$ cat config.mk
export PLATFORM = sky130hd
export DESIGN_NAME = dino_game_ctrl
export DESIGN_NICKNAME = d
export VERILOG_FILES = /design/src/rtl/dino_pkg.sv /design/src/rtl/bcd_counter4.sv /design/src/rtl/dino_game_ctrl.sv
export SDC_FILE = /design/constraint.sdc
export NUM_CORES = 1
export LEC_CHECK = 0
export ABC_AREA = 1
export BUFFER_PORTS_ARGS = -buffer_cell sky130_fd_sc_hd__buf_2
export CELL_PAD_IN_SITES_DETAIL_PLACEMENT = 1
export CELL_PAD_IN_SITES_GLOBAL_PLACEMENT = 1
export CORE_MARGIN = 2
export CORE_UTILIZATION = 38
export CTS_BUF_LIST = sky130_fd_sc_hd__clkbuf_16
export CTS_CLUSTER_SIZE = 24
export DETAILED_ROUTE_END_ITERATION = 16
export HOLD_SLACK_MARGIN = 0.06
export PLACE_DENSITY = 0.82
export SYNTH_ARGS = -nofsm -noshare
export SYNTH_HDL_FRONTEND = slang
export SYNTH_SLANG_ARGS = --single-unit
$ cat constraint.sdc
create_clock -name clk -period 1.6 [get_ports clk]
set_input_delay 0.32 -clock clk [delete_from_list [all_inputs] [get_ports clk]]
set_output_delay 0.32 -clock clk [all_outputs]
set_load 0.1 [all_outputs]
$ cat src/rtl/dino_pkg.sv
// Shared types and helpers for the dino runner game sequencer.
package dino_pkg;

  typedef enum logic [1:0] {
    ST_IDLE = 2'b00,
    ST_RUN  = 2'b01,
    ST_HIT  = 2'b10,
    ST_OVER = 2'b11
  } dino_state_e;

  typedef logic [3:0]       bcd_digit_t;
  typedef bcd_digit_t [3:0] bcd_score_t;

  localparam bcd_score_t BCD_MAX = 16'h9999;

  // True when a > b, comparing digits most significant first.
  function automatic logic bcd_gt(input bcd_score_t a, input bcd_score_t b);
    logic gt;
    logic done;
    gt   = 1'b0;
    done = 1'b0;
    for (int i = 3; i >= 0; i--) begin
      if (!done && (a[i] != b[i])) begin
        gt   = (a[i] > b[i]);
        done = 1'b1;
      end
    end
    return gt;
  endfunction

endpackage

$ cat src/rtl/bcd_counter4.sv
// Four-digit BCD up-counter, saturating at 9999, with a pulse on every
// carry out of the tens digit into the hundreds digit.
module bcd_counter4
  import dino_pkg::*;
(
  input  logic        clk,
  input  logic        rst,
  input  logic        i_clr,
  input  logic        i_inc,
  output logic [15:0] o_score,
  output logic        o_hund_carry
);

  bcd_score_t r_score;
  bcd_score_t w_inc_val;
  logic       w_sat;

  assign w_sat = (r_score == BCD_MAX);

  // Ripple a +1 through the digits, wrapping 9 -> 0 with carry.
  always_comb begin : inc_chain
    logic c;
    w_inc_val = r_score;
    c         = 1'b1;
    for (int i = 0; i < 4; i++) begin
      if (c) begin
        if (r_score[i] == 4'd9) begin
          w_inc_val[i] = 4'd0;
        end else begin
          w_inc_val[i] = r_score[i] + 4'd1;
          c            = 1'b0;
        end
      end
    end
  end

  // Combinational so the speed register updates on the same edge as the score.
  assign o_hund_carry = i_inc && !i_clr && !w_sat &&
                        (r_score[1] == 4'd9) && (r_score[0] == 4'd9);

  // Score register: clear has priority, saturated value is held.
  always_ff @(posedge clk or posedge rst) begin
    if (rst) begin
      r_score <= '0;
    end else if (i_clr) begin
      r_score <= '0;
    end else if (i_inc && !w_sat) begin
      r_score <= w_inc_val;
    end
  end

  assign o_score = r_score;

endmodule

$ cat src/rtl/dino_game_ctrl.sv
// Dino runner game sequencer: frame tick from vsync, game FSM, score,
// speed level and high score.
//
// state | meaning
// IDLE  | waiting for first jump; last score still displayed
// RUN   | scrolling, scoring, jumps accepted when grounded
// HIT   | frozen for HIT_FRAMES frames after a collision
// OVER  | game over; jump or restart returns to IDLE
module dino_game_ctrl
  import dino_pkg::*;
#(
  parameter int FRAMES_PER_POINT = 6,
  parameter int HIT_FRAMES       = 30,
  parameter int MAX_SPEED        = 7
)(
  input  logic        clk,
  input  logic        rst,
  input  logic        vsync,
  input  logic        jump_req,
  input  logic        restart_req,
  input  logic        dino_grounded,
  input  logic        collision,
  output logic [1:0]  state,
  output logic        frame_tick,
  output logic        jump_go,
  output logic        scroll_en,
  output logic [2:0]  speed,
  output logic [15:0] score_bcd,
  output logic [15:0] hi_score_bcd
);

  localparam logic [5:0] FPP_LAST = 6'(FRAMES_PER_POINT - 1);
  localparam logic [5:0] HIT_LAST = 6'(HIT_FRAMES - 1);
  localparam logic [2:0] SPD_MAX  = 3'(MAX_SPEED);

  dino_state_e r_state, w_state_nxt;
  logic        r_vs_meta, r_vs_sync, r_vs_prev, r_frame_tick;
  logic        r_hit, w_hit_nxt;
  logic [5:0]  r_frame_cnt, w_frame_cnt_nxt;
  logic [5:0]  r_hit_cnt, w_hit_cnt_nxt;
  logic [2:0]  r_speed;
  logic        r_jump_go, w_jump_go_nxt;
  logic [15:0] r_hi_score;
  logic        w_score_clr, w_score_inc, w_speed_clr, w_hi_load;
  logic        w_hund_carry;
  logic [15:0] w_score;

  // Synchronise vsync (idle-high) and register its falling edge as the frame tick.
  always_ff @(posedge clk or posedge rst) begin
    if (rst) begin
      r_vs_meta    <= 1'b1;
      r_vs_sync    <= 1'b1;
      r_vs_prev    <= 1'b1;
      r_frame_tick <= 1'b0;
    end else begin
      r_vs_meta    <= vsync;
      r_vs_sync    <= r_vs_meta;
      r_vs_prev    <= r_vs_sync;
      r_frame_tick <= r_vs_prev & ~r_vs_sync;
    end
  end

  // Next-state, counter and command decode; restart overrides everything.
  always_comb begin
    w_state_nxt     = r_state;
    w_hit_nxt       = r_hit;
    w_frame_cnt_nxt = r_frame_cnt;
    w_hit_cnt_nxt   = r_hit_cnt;
    w_jump_go_nxt   = 1'b0;
    w_score_clr     = 1'b0;
    w_score_inc     = 1'b0;
    w_speed_clr     = 1'b0;
    w_hi_load       = 1'b0;
    case (r_state)
      ST_IDLE: begin
        if (jump_req) begin
          w_state_nxt     = ST_RUN;
          w_score_clr     = 1'b1;
          w_speed_clr     = 1'b1;
          w_frame_cnt_nxt = '0;
          w_jump_go_nxt   = dino_grounded;
        end
      end
      ST_RUN: begin
        w_hit_nxt = r_hit | collision;
        if (r_frame_tick) begin
          if (r_hit || collision) begin
            w_state_nxt   = ST_HIT;
            w_hit_cnt_nxt = HIT_LAST;
          end else if (r_frame_cnt == FPP_LAST) begin
            w_frame_cnt_nxt = '0;
            w_score_inc     = 1'b1;
          end else begin
            w_frame_cnt_nxt = r_frame_cnt + 6'd1;
          end
        end
        if (jump_req && dino_grounded && (w_state_nxt == ST_RUN)) begin
          w_jump_go_nxt = 1'b1;
        end
      end
      ST_HIT: begin
        if (r_frame_tick) begin
          if (r_hit_cnt == 6'd0) begin
            w_state_nxt = ST_OVER;
            w_hi_load   = bcd_gt(w_score, r_hi_score);
          end else begin
            w_hit_cnt_nxt = r_hit_cnt - 6'd1;
          end
        end
      end
      ST_OVER: begin
        if (jump_req) begin
          w_state_nxt = ST_IDLE;
        end
      end
      default: w_state_nxt = ST_IDLE;
    endcase
    if (restart_req) begin
      w_state_nxt     = ST_IDLE;
      w_jump_go_nxt   = 1'b0;
      w_score_clr     = 1'b1;
      w_score_inc     = 1'b0;
      w_speed_clr     = 1'b1;
      w_hi_load       = 1'b0;
      w_frame_cnt_nxt = '0;
    end
    if (w_state_nxt != r_state) begin
      w_hit_nxt = 1'b0;
    end
  end

  // State, flags, counters, speed and high-score registers.
  always_ff @(posedge clk or posedge rst) begin
    if (rst) begin
      r_state     <= ST_IDLE;
      r_hit       <= 1'b0;
      r_frame_cnt <= '0;
      r_hit_cnt   <= '0;
      r_jump_go   <= 1'b0;
      r_speed     <= '0;
      r_hi_score  <= '0;
    end else begin
      r_state     <= w_state_nxt;
      r_hit       <= w_hit_nxt;
      r_frame_cnt <= w_frame_cnt_nxt;
      r_hit_cnt   <= w_hit_cnt_nxt;
      r_jump_go   <= w_jump_go_nxt;
      if (w_speed_clr) begin
        r_speed <= '0;
      end else if (w_hund_carry && (r_speed < SPD_MAX)) begin
        r_speed <= r_speed + 3'd1;
      end
      if (w_hi_load) begin
        r_hi_score <= w_score;
      end
    end
  end

  bcd_counter4 u_score (
    .clk          (clk),
    .rst          (rst),
    .i_clr        (w_score_clr),
    .i_inc        (w_score_inc),
    .o_score      (w_score),
    .o_hund_carry (w_hund_carry)
  );

  assign state        = r_state;
  assign frame_tick   = r_frame_tick;
  assign jump_go      = r_jump_go;
  assign scroll_en    = (r_state == ST_RUN);
  assign speed        = r_speed;
  assign score_bcd    = w_score;
  assign hi_score_bcd = r_hi_score;

endmodule

**Word-level counts from Yosys, hierarchy flattened**

Index checks and enable logic that the tools add are counted.

- Magnitude comparators: 5
- Multiplexer cells: 70
- Reduce and logical (&&, ||, !) cells: 32
- Bitwise gates (word level): 3
- Eq/ne operators: 22
- Add/subtract/negate cells: 7

Operators with widths:

| kind | count |
|---|---|
| 6-bit two-way mux | 9 |
| 1-bit two-way mux | 38 |
| 16-bit two-way mux | 2 |
| 4-bit two-way mux | 7 |
| 6-bit case mux with 2 select lines | 2 |
| 4-bit by 1-bit adder with 4-bit output (second input constant) | 4 |
| 16-bit equality test (second input constant) | 1 |
| 4-bit equality test (second input constant) | 4 |
| 4-bit greater-than comparator | 4 |
| 2-bit two-way mux | 8 |
| 4-bit inequality test | 4 |
| 2-bit nonzero test | 7 |
| 1-bit logical AND | 11 |
| 2-bit case mux with 4 select lines | 1 |
| 6-bit by 1-bit adder with 6-bit output (second input constant) | 1 |
| 6-bit by 3-bit equality test with 1-bit output (second input constant) | 1 |
| 6-bit logical NOT | 1 |
| 3-bit two-way mux | 2 |
| 3-bit inequality test (second input constant) | 2 |
| 2-bit AND reduction | 3 |
| 6-bit by 1-bit subtractor with 6-bit output (second input constant) | 1 |
| 1-bit logical NOT | 5 |
| 5-bit AND reduction | 1 |
| 2-bit by 1-bit equality test with 1-bit output (second input constant) | 2 |
| other kinds (15) | 18 |

- Input port bits: 7
- Flip-flop bits (word level): 55
- Word-level logic and storage cells: 154

**Longest topological paths before layout**

Gate-level depths: netlist (run 1).

- Depth after elaboration: 24
- Depth in mapped cells: 15

**By module**

From an unflattened synthesis (run 1), not the netlist that was laid out.

- Cells, all modules: 432
- Area, all modules: 3387.0 um^2

Modules (own cells, without submodules):

| module | area an instance (um^2) | sequential area each (um^2) | cells an instance | times used |
|---|---|---|---|---|
| dino_game_ctrl | 2343.5 | 979.7 | 293 | 1 |
| bcd_counter4 | 1043.5 | 400.4 | 139 | 1 |

**Worst setup path before layout (run 1)**

Ideal clock, no wire load.

- Kind: reg2reg
- From: register r_state[0] (netlist: state[0])
- To: register u_score.r_score (netlist bit u_score.o_score[14])
- Period minus slack after synthesis: 2701 ps
- Data arrival time: 2578 ps
- Data required time: 1477 ps
- Setup time: 123 ps
- Stages on the path, launching flop included: 10
- Setup slack: -1101 ps
- Cell sequence: dfrtp_1 -> inv_2 -> nor2_4 -> nand2_2 -> nor3_4 -> nand3_2 -> nand2_4 -> nand2_2 -> nand2_1 -> nand2_1

- Longest elaborated chain between the ends: 6
- Elaborated cells between the ends (all ways): 11
- Those cells by class: 1 x eq/ne; 5 x mux; 5 x reduce/logical

Ends and longest elaborated chain:

| item | RTL line | source |
|---|---|---|
| start: declaration | dino_game_ctrl.sv:36 | `dino_state_e r_state, w_state_nxt;` |
| start signal: assignment | dino_game_ctrl.sv:143 | `r_state <= w_state_nxt;` |
| 2-bit by 1-bit equality test with 1-bit output | - |  |
| via scroll_en | dino_game_ctrl.sv:26 | `output logic scroll_en,` |
| 1-bit two-way mux | dino_game_ctrl.sv:74 | `case (r_state)` |
| 1-bit two-way mux | dino_game_ctrl.sv:118 | `if (restart_req) begin` |
| 1-bit logical AND | bcd_counter4.sv:47 | `end else if (i_inc && !w_sat) begin` |
| 2-bit nonzero test (no source line) | - |  |
| 2-bit AND reduction (no source line) | - |  |
| end signal: assignment | bcd_counter4.sv:48 | `r_score <= w_inc_val;` |
| end: declaration | bcd_counter4.sv:14 | `bcd_score_t r_score;` |

The timed path passes the listed nets, and every way through them passes these cells.
A chain may end at the register's enable or synchronous reset.

**Worst setup path in the final report (run 1)**

- From: register r_frame_cnt[1]
- To: register u_score.r_score (netlist bit u_score.o_score[2])

- Longest elaborated chain between the ends: 8

Ends and longest elaborated chain:

| item | RTL line | source |
|---|---|---|
| start: declaration | dino_game_ctrl.sv:39 | `logic [5:0] r_frame_cnt, w_frame_cnt_nxt;` |
| start signal: assignment | dino_game_ctrl.sv:145 | `r_frame_cnt <= w_frame_cnt_nxt;` |
| 6-bit by 3-bit equality test with 1-bit output | dino_game_ctrl.sv:90 | `end else if (r_frame_cnt == FPP_LAST) begin` |
| 1-bit two-way mux | dino_game_ctrl.sv:90 |  |
| 1-bit two-way mux | dino_game_ctrl.sv:87 | `if (r_hit \|\| collision) begin` |
| 1-bit two-way mux | dino_game_ctrl.sv:86 | `if (r_frame_tick) begin` |
| 1-bit two-way mux | dino_game_ctrl.sv:74 |  |
| 1-bit two-way mux | dino_game_ctrl.sv:118 |  |
| 1-bit logical AND | bcd_counter4.sv:47 |  |
| 2-bit nonzero test (no source line) | - |  |

No other way between the ends.

==> results of run 1 <==
-- cells by family after synthesis --
family,after synthesis,synth area share
buf+inv,75,0.0891
xor+xnor,9,0.0233
fa+ha+maj,29,0.107
flops,55,0.408
simple gates,218,0.299
compound gates,42,0.0736
-- metrics by stage --
| step | TNS (ns) | std cells | cell area [sq um] | hold slack, ns | worst slack, ns |
|---|---|---|---|---|---|
| 2_1_floorplan | -24.91 | 428 | 3450 | 0.324 | -0.683 |
| 6_report | -10.35 | 703 | 5790 | 0.116 | -0.421 |
| 3_5_place_dp | -4.42 | 651 | 4380 | 0.292 | -0.195 |
| 4_1_cts | -2.01 | 671 | 4990 | 0.120 | -0.126 |
| 3_3_place_gp | -0.827 | 651 | 4380 | 0.286 | -0.0565 |
| 5_1_grt | -13.51 | 703 | 5790 | 0.112 | -0.424 |
-- worst reg2reg max path: cells and delay by family (launching register included) --
family | cells | cell delay (ns)
buf+inv | 2 | 0.28
fa+ha+maj | 1 | 0.14
compound gates | 1 | 0.18
flops | 1 | 0.43
simple gates | 5 | 0.90
-- power by group --
group,internal [mW],switching (mW)
clock,0.570,0.551
combinational,0.626,1.08
sequential,1.48,0.109
total,2.68,1.74
-- layer usage --
metal | vias to the layer above | track usage | share of wire
met5 | - | 0 | 0
met1 | 2043 | 0.328 | 0.38
met3 | 80 | 0.0437 | 0.048
met2 | 206 | 0.517 | 0.52
met4 | 0 | 0.144 | 0.051
li1 | 1704 | - | -
-- cell type report --
class / count / area [sq um] / area share
Tap cell: 108 / 135 / 0.0233
Clock buffer: 5 / 125 / 0.0216
Clock inverter: 3 / 12.5 / 0.00216
Inverter: 71 / 278 / 0.0480
Multi-Input combinational cell: 299 / 2550 / 0.440
Timing Repair Buffer: 162 / 1270 / 0.219
Sequential cell: 55 / 1420 / 0.246
-- state kept, by name (all words and copies together), names as in the netlist, 2 cells and up --
register / count
r_hit_cnt: 6
u_score.o_score: 16
speed: 3
state: 2
hi_score_bcd: 16
r_frame_cnt: 6
-- cells in the mapped netlist, types with 3 or more instances --
cell	n
o31ai_1	3
ha_1	29
xor2_1	5
nor2_2	3
nand4_1	8
dfstp_2	3
dfrtp_1	52
inv_2	6
nand3_1	42
a21oi_1	11
o21ai_0	14
nor2_1	29
o21ai_1	4
nand2_2	6
nor3_1	4
inv_1	65
nand2_1	113
xnor2_1	4
-- worst paths after layout --
check                                from                 end  depth (start not counted)
max                        r_frame_cnt[1]  u_score.o_score[2]                          9
min                                 vsync           r_vs_meta                          1
max reg2reg                r_frame_cnt[1]  u_score.o_score[2]                          9
min reg2reg                     r_vs_meta           r_vs_sync                          0
max in group asynchronous             rst           r_vs_prev                          4
min in group asynchronous             rst             jump_go                          3
-- repair_timing --
action,in CTS,in global routing
pin swaps,29,56
gates resized for setup,79,148
gates cloned,2,0
hold buffers,1,0
endpoints found under the setup margin,39,52
hold endpoints to repair,9,0
buffers inserted,9,33
==> metrics, run 1 <==
status finished, violations left; violated checks setup timing; Bufs and invs on worst path 2; GRT Resource Usage Total 0.287; CP Cell Sequence inv_2 > ha_4 > nand4_1 > nor3_4 > nand2_4 > nand2_4 > buf_4 > nand2_1 > o21ai_1; Antenna Cells 0; CTS tree yes; total number of vias 4033; Mean Syn Cell Area 7.91 sq um; grt total ovfl 0; main area contributors after synthesis dfrtp_1 (38%), nand2_1 (13%), ha_1 (11%); core area 0.00868 sq mm; post-route ant nets 0; Post-Synthesis Cell Area 0.00338 sq mm; Filler cells 975; die area 0.00968 sq mm; Syn Nets 464; most common cell after layout, fill and taps aside buf_4; Final nets 630; Starting Density 0.390; fraction of layout cells with a size suffix above 1 0.629; Mapped Cells 428; clock buffer count from CTS 5; largest net degree at the start of global routing 46; Static Leak 2.76 nW; Tightest Hold Check Type in2reg; kind of critical path reg2reg; Worst Max-Slew Pin Slew 0.509 ns; Max Cap Viol 0; r2r setup slk -0.42 ns; Slew Limit Fails 0; Syn-to-layout area delta 71.1%; Yosys top cell area share 0.384; vias in the first global route 4046; max frequency 495 MHz; Critical Path End Type flip-flop; htree depth 2; Die H 98.4 microns; clk buf depth 2; Final Util 0.667; most frequent cells in the layout buf_4 (110), nand2_1 (66), inv_1 (42), dfrtp_2 (34), nand2_2 (31); sequential area share after synthesis 0.408; routed wire length per instance 25.3 microns; gpl congestion 0.833; CTS root buf clkbuf_16; crit share post-route 1.26; area leader, netlist dfrtp_1; critical path's top delay family simple AND/OR/NAND/NOR gates; Residual DRC 0; Worst-Skew Late Latency 0.30 ns; Yosys reg bits 55; number of warnings issued by yosys 0; Worst Path Required 1.80 ns; Reg clk slew, reported paths 0.08 ns; Final Hold Fails 0; Post-synth ARST share 1.00; Final Skew 0.0105 ns; unrepaired setup endpoints after global routing yes; Tot Pwr 4.42 mW; Final Worst Setup Slack -0.421 ns; slowest CP cell dfrtp_1; Routed WL 17800 microns; CP Launch Type flip-flop; Die X 98.4 microns; Worst VDD drop 576 uV; Final Critical Period 2.02 ns; Post-synth EDFFs 0; num rows 34; final setup vio count 50; Cell variety after synth 38; first-pass GRT wire length 21700 microns; CP peak stage delay 0.43 ns; top_reg_cell synth dfrtp_1; critical path arrival 2.22 ns; DRT Pass-1 Iters 5; PwrDens 763 mW/mm^2; DRT iter0 DRCs 180; initial antenna violation count 0; Port Buf Inserts 46; relative slew slack 0.663; Top cell by count, worst path nand2_4; IO Count 47; clk sinks 55; post-DR vias/cell 5.74; CP Max Fanout 4; Detail Placement HPWL 7800 microns
Power figures use the tool's default switching activity.
==> inputs of run 2 (changes only) <==
--- a/config.mk
+++ b/config.mk
@@ -16,6 +16,7 @@
 export DETAILED_ROUTE_END_ITERATION = 16
 export HOLD_SLACK_MARGIN = 0.06
 export PLACE_DENSITY = 0.82
+export SETUP_SLACK_MARGIN = 0.5
 export SYNTH_ARGS = -nofsm -noshare
 export SYNTH_HDL_FRONTEND = slang
 export SYNTH_SLANG_ARGS = --single-unit
==> run 2 against run 1 <==
The run now fails in global routing; synthesized area stayed put; synthesized cell count stayed put.
==> metrics, run 2 <==
Post-synth EDFFs 0 (unchanged); Worst EP Category sequential cell input; initial antenna violation count 0; clk buf depth 2 (unchanged); Post-synth ARST share 1.00 (unchanged); Die H 98.4 microns (unchanged); area leader, netlist dfrtp_1 (unchanged); Cell variety after synth 38 (unchanged); Port Buf Inserts 46 (unchanged); clk sinks 55 (unchanged); CTS root buf clkbuf_16 (unchanged); Syn Nets 464 (unchanged); top_reg_cell synth dfrtp_1 (unchanged); main area contributors after synthesis dfrtp_1 (38%), nand2_1 (13%), ha_1 (11%) (unchanged); worst setup endpoint GRT hi_score_bcd[15]$_DFFE_PP0P_/D; Starting Density 0.390 (unchanged); most numerous cell in the Yosys netlist nand2_1 (unchanged); largest net degree at the start of global routing 27; last step reached global routing; htree depth 2 (unchanged); Err [ERROR DPL-0033] detailed placement checks failed during check placement.; Yosys reg bits 55 (unchanged); clock buffer count from CTS 5 (unchanged); Detail Placement HPWL 7800 microns (about the same); Yosys top cell area share 0.384 (unchanged); Post-Synthesis Cell Area 0.00338 sq mm (unchanged); Mapped Cells 428 (unchanged); sequential area share after synthesis 0.408 (unchanged); status aborted with a tool error (was finished, violations left); gpl congestion 0.835 (was 0.833); number of warnings issued by yosys 0 (unchanged); num rows 34 (unchanged); Mean Syn Cell Area 7.91 sq um (unchanged); pre-CTS setup slack -0.289 ns (was -0.195 ns); DP Area 0.00440 sq mm (was 0.00438 sq mm); Die X 98.4 microns (unchanged); commonest cells in the netlist nand2_1 (113), inv_1 (65), dfrtp_1 (52) (unchanged); IO Count 47 (unchanged)
[run 2: cell counts after synthesis]
Identical to the previous run, type by type.
[run 2: timing repair]
action | 4_1_cts
cloned | 1
setup buffers | 31
endpoints found under the setup margin | 91
gates resized for setup | 291
hold endpoints to repair | 14
pin swaps | 40
[run 2: kinds of logic after synthesis]
family          count (synthesis)  synth area share
compound gates                 42            0.0736
buf+inv                        75            0.0891
fa+ha+maj                      29             0.107
xor+xnor                        9            0.0233
simple gates                  218             0.299
flops                          55             0.408
[run 2: stage by stage]
stage	util	instances
floorplan	-	428
global placement	0.507	648
detailed placement	0.507	648
CTS	0.693	688
==> inputs of run 3 (changes only) <==
==> config.mk (replaced) <==
export PLATFORM = sky130hd
export DESIGN_NAME = dino_game_ctrl
export DESIGN_NICKNAME = d
export VERILOG_FILES = /design/src/rtl/dino_pkg.sv /design/src/rtl/bcd_counter4.sv /design/src/rtl/dino_game_ctrl.sv
export SDC_FILE = /design/constraint.sdc
export NUM_CORES = 1
export LEC_CHECK = 0
export ABC_AREA = 1
export BUFFER_PORTS_ARGS = -buffer_cell sky130_fd_sc_hd__buf_2
export CORE_MARGIN = 2
export CORE_UTILIZATION = 40
export DETAILED_ROUTE_END_ITERATION = 16
export PLACE_DENSITY_LB_ADDON = 0.15
export SYNTH_ARGS = -nofsm -noshare
export SYNTH_HDL_FRONTEND = slang
export SYNTH_SLANG_ARGS = --single-unit
==> constraint.sdc (replaced) <==
create_clock -name clk -period 2.1 [get_ports clk]
set_input_delay 0.42 -clock clk [delete_from_list [all_inputs] [get_ports clk]]
set_output_delay 0.42 -clock clk [all_outputs]
set_load 0.1 [all_outputs]
==> run 3 against run 2 <==
The run now ends clean.
==> metrics, run 3 (synthesized netlist as in run 1, its figures left out) <==
status completed (was aborted with a tool error); Final Hold Fails 0; DRT iter0 DRCs 120; initial antenna violation count 0; Pint 1.68 mW; Static Leak 2.08 nW; relative slew slack 0.668; most frequent cells in the layout nand2_1 (112), inv_1 (63), buf_2 (46), nand3_1 (42), dfrtp_2 (33); final instance area 0.00398 sq mm; Detail Placement HPWL 5500 microns (was 7800 microns); combinational power share 0.245; Slew Limit Fails 0; Residual DRC 0; unrepaired setup endpoints after global routing no; post-route ant nets 0; first-pass GRT wire length 12900 microns; Final Critical Period 1.88 ns; switching part of the total 0.347; Finished Layout Cells 594; Syn-to-layout area delta 17.7%; fraction of power consumed by sequential logic 0.466; critical path arrival 2.13 ns; total number of vias 2840; Port Buf Inserts 46 (unchanged); kind of critical path reg2reg; die area 0.00921 sq mm; Worst-Skew Late Latency 0.31 ns; clk sinks 55 (unchanged); pre-CTS setup slack 0.220 ns (was -0.289 ns); Worst R2R Start u_score.o_score[4]; Final nets 524; final setup vio count 0; P_sw 0.893 mW; Antenna Cells 0; max frequency 531 MHz; reg2reg end hi_score_bcd[0]; largest net degree at the start of global routing 36; Worst Path Required 2.35 ns; r2r setup slk 0.22 ns; IO Count 47 (unchanged); most common cell after layout, fill and taps aside nand2_1; PwrDens 646 mW/mm^2; fraction of layout cells with a size suffix above 1 0.272; CP Launch Type flip-flop; CP Max Fanout 11; dpl cells 586 (was 648); num rows 33 (was 34); Filler cells 843; crit share post-route 0.897; clock buffer count from CTS 5 (unchanged); clock share of power 0.289; CTS tree yes; Routed WL 7380 microns; Critical Path End Type flip-flop; Max Cap Viol 0; routed wire length per instance 12.4 microns; Final Worst Setup Slack 0.217 ns; Worst VDD drop 259 uV; gpl congestion 0.818 (was 0.835); clk buf depth 2 (unchanged); Tightest Hold Check Type in2async; Final Skew 0.0143 ns; Reg clk slew, reported paths 0.11 ns; Die H 96.0 microns (was 98.4 microns); CTS root buf clkbuf_8 (was clkbuf_16); GRT Resource Usage Total 0.177; htree depth 2 (unchanged); Worst Max-Slew Pin Slew 0.502 ns; post-DR vias/cell 4.78; DP Area 0.00386 sq mm (was 0.00440 sq mm); hold_ws 0.114 ns; Starting Density 0.412 (was 0.390); core area 0.00822 sq mm; DRT Pass-1 Iters 4; vias in the first global route 2761; Die X 96.0 microns (was 98.4 microns); Tot Pwr 2.57 mW; grt total ovfl 0; Worst R2R Path Depth 11
## run 3: layer usage
metal	track usage	vias up	wire, microns
met1	0.248	1304	3730
met3	0.0313	6	248
met5	0	-	0
met4	0.0429	0	77
met2	0.285	47	3330
li1	-	1483	-
## run 3: how the worst max path moves through the flow
stage | from | end | slack [ns] | cells past startpoint
6_report | u_score.o_score[4] | hi_score_bcd[0] | 0.22 | 11
5_1_grt | hi_score_bcd[7] | hi_score_bcd[2] | 0.03 | 13
4_1_cts | u_score.o_score[5] | u_score.o_score[7] | 0.19 | 10
3_5_place_dp | u_score.o_score[5] | u_score.o_score[7] | 0.22 | 10
3_3_place_gp | u_score.o_score[5] | u_score.o_score[11] | 0.25 | 9
2_1_floorplan | state[0] | u_score.o_score[14] | -0.18 | 9
## run 3: power groups by stage
stage	logic (mW)	clock network [mW]	registers, mW
3_5_place_dp	0.634	0	1.21
6_report	0.629	0.744	1.20
4_1_cts	0.634	0.781	1.20
5_1_grt	0.702	0.813	1.21
3_3_place_gp	0.624	0	1.22
2_1_floorplan	0.353	0	1.34
## run 3: worst max-delay path, cell delays in order (launching register included)
cell and delay [ns]:
dfrtp_2 0.45, inv_1 0.10, ha_1 0.28, nand3_1 0.11, nor2_1 0.10, nand2_1 0.09
nand3_1 0.09, nand2_1 0.07, nand2_2 0.14, buf_4 0.22, nand3_1 0.09, nand2_1 0.08
## run 3: layout make-up
cell class / count / area [sq um] / area share
repair buffers: 57 / 325 / 0.0817
multi-input cells: 298 / 1720 / 0.431
inverters: 71 / 269 / 0.0675
flip-flops and latches: 55 / 1420 / 0.357
clock buffers: 6 / 82.6 / 0.0207
clock inverters: 2 / 35.0 / 0.00880
well taps: 105 / 131 / 0.0330
## run 3: through the flow
stage | setup TNS (ns) | utilization
final | 0 | 0.485
after global routing | 0 | 0.485
after global placement | 0 | 0.470
after CTS | 0 | 0.484
after detailed placement | 0 | 0.470
after floorplan | -2.51 | -
## run 3: what timing repair did
action	4_1_cts	5_1_grt
buffers inserted	0	0
endpoints found under the setup margin	0	2
gates resized for setup	0	1
hold buffers	0	0
==> inputs of run 4 (changes only) <==
--- a/config.mk
+++ b/config.mk
@@ -7,10 +7,12 @@
 export LEC_CHECK = 0
 export ABC_AREA = 1
 export BUFFER_PORTS_ARGS = -buffer_cell sky130_fd_sc_hd__buf_2
+export CORE_ASPECT_RATIO = 0.5
 export CORE_MARGIN = 2
 export CORE_UTILIZATION = 40
 export DETAILED_ROUTE_END_ITERATION = 16
 export PLACE_DENSITY_LB_ADDON = 0.15
+export SKIP_LAST_GASP = 1
 export SYNTH_ARGS = -nofsm -noshare
 export SYNTH_HDL_FRONTEND = slang
 export SYNTH_SLANG_ARGS = --single-unit
==> run 4 against run 3 <==
Sequential share of layout area decreased by 0.57 points; clock skew shrank 0.0076 ns; via count up 1.5%; largest power group unchanged; design area grew 1.6%.
==> metrics, run 4 (synthesized netlist as in run 1, its figures left out) <==
Routed WL 7610 microns (was 7380 microns); final instance area 0.00405 sq mm (was 0.00398 sq mm); GRT Resource Usage Total 0.172 (was 0.177); Worst VDD drop 441 uV (was 259 uV); dpl cells 593 (was 586); Critical Path End Type flip-flop (unchanged); CTS tree yes (unchanged); first-pass GRT wire length 12700 microns (was 12900 microns); Worst Path Required 2.28 ns (was 2.35 ns); PostCTS Resize Cnt 0 (unchanged); final setup vio count 0 (unchanged); kind of critical path reg2reg (unchanged); IO Count 47 (unchanged); num rows 23 (was 33); Slew Limit Fails 0 (unchanged); htree depth 2 (unchanged); Reg clk slew, reported paths 0.07 ns (was 0.11 ns); routed wire length per instance 12.7 microns (was 12.4 microns); Filler cells 806 (was 843); Final Skew 0.00666 ns (was 0.0143 ns); Max Cap Viol 0 (unchanged); Max Used Layer met4 (unchanged); Worst Max-Slew Pin Slew 0.497 ns (was 0.502 ns); relative slew slack 0.671 (was 0.668); max frequency 528 MHz (was 531 MHz); CP Max Fanout 16 (was 11); CTS Hold Buffers Added 0 (unchanged); PwrDens 692 mW/mm^2 (was 646 mW/mm^2); core area 0.00812 sq mm (was 0.00822 sq mm); CP Launch Type flip-flop (unchanged); Met1 Wirelength 3950 microns (was 3730 microns); Syn-to-layout area delta 19.6% (was 17.7%); Residual DRC 0 (unchanged); Starting Density 0.417 (was 0.412); Tot Pwr 2.80 mW (was 2.57 mW); Die H 69.0 microns (was 96.0 microns); Final nets 524 (unchanged); CTS root buf clkbuf_16 (was clkbuf_8); slowest CP cell dfrtp_2 (unchanged); fraction of layout cells with a size suffix above 1 0.272 (unchanged); Detail Placement HPWL 5720 microns (was 5500 microns); total number of vias 2884 (was 2840); unrepaired setup endpoints after global routing no (unchanged); die area 0.00926 sq mm (was 0.00921 sq mm); clk sinks 55 (unchanged); CP peak stage delay 0.46 ns (was 0.45 ns); status completed (unchanged); DP Area 0.00387 sq mm (was 0.00386 sq mm); most common cell after layout, fill and taps aside nand2_1 (unchanged); met3 wire len 319 microns (was 248 microns); vias in the first global route 2593 (was 2761); CP Cell Sequence ha_1 > nand2_1 > nor2_1 > nor2_1 > a21oi_1 > nand2_1 > nand2_2 > nand2_4 > nand2_1 > nand2_1 (was inv_1 > ha_1 > nand3_1 > nor2_1 > nand2_1 > nand3_1 > nand2_1 > nand2_2 > buf_4 > nand3_1 > nand2_1); Static Leak 2.11 nW (was 2.08 nW); hold_ws 0.168 ns (was 0.114 ns); post-route ant nets 0 (unchanged); Die X 134 microns (was 96.0 microns); Worst-Skew Late Latency 0.30 ns (was 0.31 ns); Final Hold Fails 0 (unchanged); Tightest Hold Check Type in2async (unchanged); DRT Pass-1 Iters 4 (unchanged); Finished Layout Cells 601 (was 594); critical path arrival 2.08 ns (was 2.13 ns); Top cell by count, worst path nand2_1; gpl congestion 0.759 (was 0.818); clk buf depth 2 (unchanged); most frequent cells in the layout nand2_1 (112), inv_1 (63), buf_2 (46), nand3_1 (42), dfrtp_2 (33) (unchanged); Antenna Cells 0 (unchanged); largest net degree at the start of global routing 56 (was 36); grt total ovfl 0 (unchanged); initial antenna violation count 0 (unchanged); DRT iter0 DRCs 128 (was 120); Final Critical Period 1.89 ns (was 1.88 ns); DR WL met2 3270 microns (was 3330 microns); post-DR vias/cell 4.80 (was 4.78); setup bufs post-CTS 0 (unchanged); clock buffer count from CTS 5 (unchanged); crit share post-route 0.901 (was 0.897); Port Buf Inserts 46 (unchanged)
## run 4: cell counts in the layout (fill, tap and decap cells not counted)
No cell type changed its count.
## run 4: final timing paths
check	slack, ns	startpoint	end	cells after the start
max	0.21	u_score.o_score[10]	hi_score_bcd[4]	10
min	0.17	rst	r_hit_cnt[2]	3
max reg2reg	0.21	u_score.o_score[10]	hi_score_bcd[4]	10
min reg2reg	0.36	r_vs_meta	r_vs_sync	0
max in group asynchronous	1.65	rst	r_vs_meta	3
min in group clk	0.22	vsync	r_vs_meta	1
## run 4: through the flow
stage	util	setup WS [ns]	setup TNS, ns
3_5_place_dp	0.477	0.168	0
5_1_grt	0.499	0.0106	0
4_1_cts	0.498	0.118	0
2_1_floorplan	-	-0.183	-2.51
6_report	0.499	0.207	0
3_3_place_gp	0.477	0.149	0
## run 4: power by group
| group | total [mW] | leakage, nW | switching [mW] | internal, mW |
|---|---|---|---|---|
| Sequential | 1.20 | 0.685 | 0.0665 | 1.13 |
| Clock | 0.982 | 0.0868 | 0.388 | 0.594 |
| Combinational | 0.622 | 1.34 | 0.462 | 0.161 |
| Total | 2.80 | 2.11 | 0.916 | 1.88 |
## run 4: routing by layer
layer / vias up / global-route usage
met5: - / 0
met3: 8 / 0.0375
met4: 0 / 0.0351
met2: 45 / 0.274
li1: 1484 / -
met1: 1347 / 0.244
## run 4: final cells by class
class,instances,area (sq um),share of cell area
sequential,55,1420,0.351
timing repair buffer,57,325,0.0804
multi-input combinational,298,1720,0.424
clock buffer,6,139,0.0343
tap,112,140,0.0346
clock inverter,2,35.0,0.00866
inverter,71,269,0.0665
## run 4: worst max-delay path, delay by kind of cell, from the launching register on
| kind | cells | cell delay (ns) |
|---|---|---|
| adder cells (fa/ha/maj) | 1 | 0.29 |
| AND/OR/NAND/NOR | 8 | 0.91 |
| flip-flops | 1 | 0.46 |
| AO/OA/AOI/OAI | 1 | 0.13 |
